## src/rtl/clk_div_ctrl.sv

```systemverilog
// clk_div_ctrl: programmable clock divider with a run/drain controller.
//
// Purpose: divides i_clk down to o_out. Each high and low phase lasts
// r_half i_clk cycles. A new half-period can be handed over at any time
// through a valid/ready port. While the divider runs, the new value is
// applied only at a rising edge of o_out, so a phase that has already
// started is never cut short.
//
// Optional feature: define CLK_DIV_CTRL_LOCK_EN to add the i_lock input.
// While i_lock=1, no configuration transfer is accepted. A value that is
// already pending still loads normally.
//
// Ports:
//   i_clk        system clock (rising edge)
//   i_reset      asynchronous reset, active low
//   i_en         run request (1 = run, 0 = stop after the high phase)
//   i_cfg_valid  new half-period offered
//   i_cfg_half   requested half-period in i_clk cycles (0/1 clamp to 2)
//   o_cfg_ready  a new half-period can be accepted
//   o_out        divided clock, registered
//   o_tick       one-cycle pulse in the cycle after o_out rises
//   o_busy       controller is in RUN or DRAIN
//   i_lock       (CLK_DIV_CTRL_LOCK_EN only) blocks configuration transfers
//
// state   | meaning
// S_IDLE  | stopped, o_out=0, counter held at 0
// S_RUN   | dividing, counter advances every cycle
// S_DRAIN | stop requested while high; finishing the high phase
module clk_div_ctrl #(
  parameter int unsigned system_freq   = 100_000_000,
  parameter int unsigned required_freq = 50_000,
  parameter int unsigned DIV_W         = 16
) (
  input  logic             i_clk,
  input  logic             i_reset,
`ifdef CLK_DIV_CTRL_LOCK_EN
  input  logic             i_lock,
`endif
  input  logic             i_en,
  input  logic             i_cfg_valid,
  input  logic [DIV_W-1:0] i_cfg_half,
  output logic             o_cfg_ready,
  output logic             o_out,
  output logic             o_tick,
  output logic             o_busy
);

  localparam int unsigned      HALF0_FULL  = system_freq / (2 * required_freq);
  localparam logic [DIV_W-1:0] HALF0_TRUNC = DIV_W'(HALF0_FULL);
  // Apply the same 2-cycle minimum to the reset value, so that no
  // parameter set can produce a 1-cycle phase.
  localparam logic [DIV_W-1:0] HALF0       = (HALF0_TRUNC < DIV_W'(2)) ? DIV_W'(2) : HALF0_TRUNC;

  typedef enum logic [1:0] {S_IDLE, S_RUN, S_DRAIN} state_t;

  state_t           r_state, w_state_nxt;
  logic [DIV_W-1:0] r_cnt, w_cnt_nxt;
  logic [DIV_W-1:0] r_half;
  logic [DIV_W-1:0] r_pend_val;
  logic             r_pend;
  logic             r_out, w_out_nxt;
  logic             r_tick;

  logic             w_term;
  logic             w_rise;
  logic             w_load;
  logic             w_ready;
  logic             w_xfer;
  logic [DIV_W-1:0] w_cfg_clamped;

  assign w_term = (r_cnt == (r_half - DIV_W'(1)));

  always_comb begin
    w_state_nxt = r_state;
    w_cnt_nxt   = r_cnt;
    w_out_nxt   = r_out;
    case (r_state)
      S_IDLE: begin
        w_cnt_nxt = '0;
        w_out_nxt = 1'b0;
        if (i_en) w_state_nxt = S_RUN;
      end
      S_RUN, S_DRAIN: begin
        if ((r_state == S_RUN) && !i_en && !r_out) begin
          w_state_nxt = S_IDLE;
          w_cnt_nxt   = '0;
        end else begin
          if (w_term) begin
            w_cnt_nxt = '0;
            w_out_nxt = ~r_out;
          end else begin
            w_cnt_nxt = r_cnt + DIV_W'(1);
          end
          // When en is low, o_out is high here. A terminal count means the
          // high phase just ended, so the controller stops on this edge.
          if (!i_en && w_term)  w_state_nxt = S_IDLE;
          else if (!i_en)       w_state_nxt = S_DRAIN;
          else                  w_state_nxt = S_RUN;
        end
      end
      default: begin
        w_state_nxt = S_IDLE;
        w_cnt_nxt   = '0;
        w_out_nxt   = 1'b0;
      end
    endcase
  end

  assign w_rise = w_out_nxt & ~r_out;
  // While running, load only at a rising edge, so that whole periods
  // use a single half-period value.
  assign w_load = r_pend && ((r_state == S_IDLE) || w_rise);

`ifdef CLK_DIV_CTRL_LOCK_EN
  assign w_ready = ~r_pend & ~i_lock;
`else
  assign w_ready = ~r_pend;
`endif
  assign w_xfer        = i_cfg_valid & w_ready;
  assign w_cfg_clamped = (i_cfg_half < DIV_W'(2)) ? DIV_W'(2) : i_cfg_half;

  always_ff @(posedge i_clk or negedge i_reset) begin
    if (!i_reset) begin
      r_state    <= S_IDLE;
      r_cnt      <= '0;
      r_half     <= HALF0;
      r_pend_val <= HALF0;
      r_pend     <= 1'b0;
      r_out      <= 1'b0;
      r_tick     <= 1'b0;
    end else begin
      r_state <= w_state_nxt;
      r_cnt   <= w_cnt_nxt;
      r_out   <= w_out_nxt;
      r_tick  <= w_rise;
      if (w_load) r_half <= r_pend_val;
      // A transfer on the same edge as a load: the load has already taken
      // the old value, and the new value keeps pending set.
      if (w_xfer) begin
        r_pend_val <= w_cfg_clamped;
        r_pend     <= 1'b1;
      end else if (w_load) begin
        r_pend     <= 1'b0;
      end
    end
  end

  assign o_cfg_ready = w_ready;
  assign o_out       = r_out;
  assign o_tick      = r_tick;
  assign o_busy      = (r_state != S_IDLE);

endmodule

```

## config.mk

```make
export PLATFORM = sky130hd
export DESIGN_NAME = clk_div_ctrl
export DESIGN_NICKNAME = d
export VERILOG_FILES = /design/src/rtl/clk_div_ctrl.sv
export SDC_FILE = /design/constraint.sdc
export NUM_CORES = 1
export LEC_CHECK = 0
export CAP_MARGIN = 20
export CORE_ASPECT_RATIO = 1.25
export CORE_MARGIN = 2
export CORE_UTILIZATION = 42
export CTS_BUF_LIST = sky130_fd_sc_hd__clkbuf_4
export DETAILED_ROUTE_END_ITERATION = 16
export GPL_TIMING_DRIVEN = 0
export PLACE_DENSITY = 0.7
export RECOVER_POWER = 25
export SLEW_MARGIN = 20
export SYNTH_ARGS = -nofsm -noshare
export SYNTH_HDL_FRONTEND = slang
export SYNTH_SLANG_ARGS = --single-unit
```

## constraint.sdc

```tcl
create_clock -name i_clk -period 3.3 [get_ports i_clk]
set_clock_uncertainty 0.1 [all_clocks]
set_input_delay 0.495 -clock i_clk [delete_from_list [all_inputs] [get_ports i_clk]]
set_output_delay 0.495 -clock i_clk [all_outputs]
set_load 0.02 [all_outputs]
```

==> metrics.md <==
| Metric | Value |
|---|---|
| Status | finished clean |
| FF-to-FF End | r_half[10]$_DFFE_PN0P_ |
| Fin crit share | 0.934 |
| Syn. warnings | 0 |
| Global-route wire length before repair | 9630 um |
| WP data arrival | 3.25 ns |
| Setup TNS | 0 ns |
| Netlist cell types | 50 |
| Clock Path Buffers | 2 |
| R2R Setup Slk | 0.22 ns |
| Ys flop type | dfrtp_1 |
| Slew headroom | 0.126 |
| Pin count of the biggest net entering global routing | 54 |
| Post-synth EDFFs | 0 |
| Min Tclk post-route | 3.08 ns |
| Drt first pass iters | 4 |
| I/O Pins | 24 |
| CP Max Fanout | 10 |
| H-Tree Depth | 2 |
| DR iter-0 viols | 104 |
| Area growth, synth to finish | 14.5% |
| Nets | 312 |
| Die Ht | 97.1 um |
| R2r startpoint | r_half[2]$_DFFE_PN0P_ |
| PD cells | 842 nW/um2 |
| WHS | 0.284 ns |
| Die width | 78.5 um |
| Count of final hold-check violations | 0 |
| Crit path kind | flip-flop to flip-flop |
| Clock Sinks | 53 |
| Netlist Area Pre-Place | 2910 um2 |
| CP peak stage delay | 0.49 ns |
| Total track usage | 0.159 |
| Clk slew on worst S/H paths | 0.16 ns |
| Wire per inst | 14.8 um |
| R2R depth | 8 |
| Area fraction of the dominant cell type after synthesis | 0.352 |
| Num CTS Buffers | 5 |
| VDD IR-drop max | 0.465 mV |
| Number of port buffers | 23 |
| Register bit total from synthesis | 53 |
| Initial antenna violation count | 0 |
| Final Max Tran Viols | 0 |
| CP cell instances | buf_6 -> nor3_1 -> nand4_1 -> xnor2_1 -> nor4b_1 -> a41oi_2 -> buf_4 -> mux2_1 |
| Remaining global-route overflow | 0 |
| Crit end category | flip-flop |
| Sequential element share of the synthesized area | 0.461 |
| Critical Path Source Type | flip-flop |
| Synth area leaders | dfrtp_1, dfstp_2, mux2_2, xnor2_1, xor2_1 |
| Cell taking the most area after synthesis | dfrtp_1 |
| Diodes inserted | 0 |
| Drt total wl | 5550 um |
| Synthesized Nets | 282 |
| GP Congestion | 0.860 |
| Starting Density | 0.438 |
| Final ANT Viol Nets | 0 |
| Number of gates resized after cts | 0 |
| Routed via count | 2011 |
| Synthesized area per cell | 11.3 um2 |
| Mapped Cells | 257 |
| Drt via density | 5.36 |
| Slew @ Worst Pin | 1.31 ns |
| Critical path's slowest cell | nor3_1 |
| FILL cells | 610 |
| CTS tree | yes |
| # setup viols final | 0 |
| Die ar. | 7620 um2 |
| Row cnt | 33 |
| Final core utilization | 0.502 |
| Vias in the first global route | 2039 |
| HP Class | primary input to async pin |
| Fmax | 325 MHz |
| Worst skew pair latency | 0.37 ns |
| Leakage power | 1.34 nW |
| Worst setup path start | r_half[2]$_DFFE_PN0P_ |
| Final HPWL DP | 4220 um |
| Root Driver | clkbuf_4 |
| Core Area | 6650 um2 |
| RSZ-0062 raised after global routing | false |
| WP data required | 3.47 ns |
| Max-cap check violation count | 0 |
| CTS Hold Buffers Added | 0 |
| Layout cells sized above 1 | 0.236 |
| Postcts setup bufs | 0 |
| Asr flop ratio synth | 1.00 |
| Number of remaining DRC errors | 0 |
## kinds of logic (layout without fill, tap and decap cells)
| logic type | after synthesis | in the layout | synth area share |
|---|---|---|---|
| AOI/OAI and AO/OA | 25 | 25 | 0.0718 |
| xor gates and xnor gates | 33 | 33 | 0.0993 |
| adders and majority gates | 5 | 5 | 0.0215 |
| buffers and inverters | 20 | 51 | 0.0400 |
| DFF | 53 | 53 | 0.461 |
| muxes | 33 | 33 | 0.126 |
| and+or+nand+nor | 88 | 88 | 0.180 |
## cell type report
cell class,instances,area [um2],share of cell area
clock buffer,6,45.0,0.0135
multi-input combinational,184,1460,0.438
timing repair buffer,23,225,0.0675
inverter,12,45.0,0.0135
tap,87,109,0.0326
clock inverter,2,38.8,0.0116
buffer,8,71.3,0.0214
sequential,53,1340,0.402
## critical path: cells and delay by family, from the launching register on
family                 cells  cell delay (ns)
AND/OR/NAND/NOR            3             0.82
XOR/XNOR                   1             0.39
buffers and inverters      2             0.43
AO/OA/AOI/OAI              1             0.48
flip-flops                 1             0.41
multiplexers               1             0.33
## metrics by stage
stage	instances	worst slack, ns	area, um2	total power, mW
after floorplan	257	0.601	2910	2.12
after global routing	375	0.0249	3330	3.03
final	375	0.218	3330	2.81
after global placement	367	0.0843	3250	2.41
after detailed placement	367	0.132	3250	2.45
after CTS	375	0.105	3330	2.83
## state kept, by name, indices dropped and copies added, names as in the netlist
name	cells
r_cnt	16
o_out	1
o_tick	1
r_state	2
r_half	16
r_pend	1
r_pend_val	16
## power by group
| part | leakage (nW) | switching, mW | internal, mW |
|---|---|---|---|
| logic | 0.643 | 0.668 | 0.618 |
| registers | 0.648 | 0.200 | 0.939 |
| clock network | 0.0459 | 0.211 | 0.170 |
## worst max path at each step
stage                                         to  cells after the start
after floorplan               r_cnt[8]$_DFF_PN0_                      9
after detailed placement  r_half[10]$_DFFE_PN0P_                      9
final                     r_half[10]$_DFFE_PN0P_                      8
after global routing      r_half[11]$_DFFE_PN0P_                      8
after CTS                 r_half[10]$_DFFE_PN0P_                      9
after global placement           o_out$_DFF_PN0_                      1
## Yosys cell counts, drive strengths merged (3+ instances only)
| library cell | number |
|---|---|
| nand2 | 8 |
| inv | 12 |
| xor2 | 16 |
| xnor2 | 17 |
| nand3 | 10 |
| ha | 5 |
| and3 | 6 |
| nor2 | 30 |
| nor4 | 10 |
| or4 | 4 |
| nand4 | 6 |
| dfstp | 12 |
| buf | 6 |
| mux2i | 3 |
| mux2 | 30 |
| o31ai | 4 |
| or3 | 3 |
| o21ai | 3 |
| dfrtp | 41 |
## routing by layer
layer | up-vias | track usage | part of all wire
met4 | 0 | 0.0364 | 0.012
met3 | 6 | 0.0260 | 0.030
li1 | 985 | - | -
met1 | 990 | 0.191 | 0.42
met5 | - | 0 | 0
met2 | 30 | 0.294 | 0.54
## cell usage in the layout (no fill, tap or decap), types with 3 or more instances in the layout
master and n:
dfrtp_1 41, clkdlybuf4s50_1 22, mux2_2 21, nor2_1 20, xnor2_1 17, xor2_1 16
inv_1 12, dfstp_2 12, nand3_1 10, nor2_2 10, mux2_1 9, nand2_1 8
nor4_1 7, nand4_1 6, and3_1 6, clkbuf_4 6, buf_6 5, ha_1 5
o31ai_1 3, mux2i_1 3, o21ai_0 3
No activity file was read; power rests on OpenSTA's default activity.
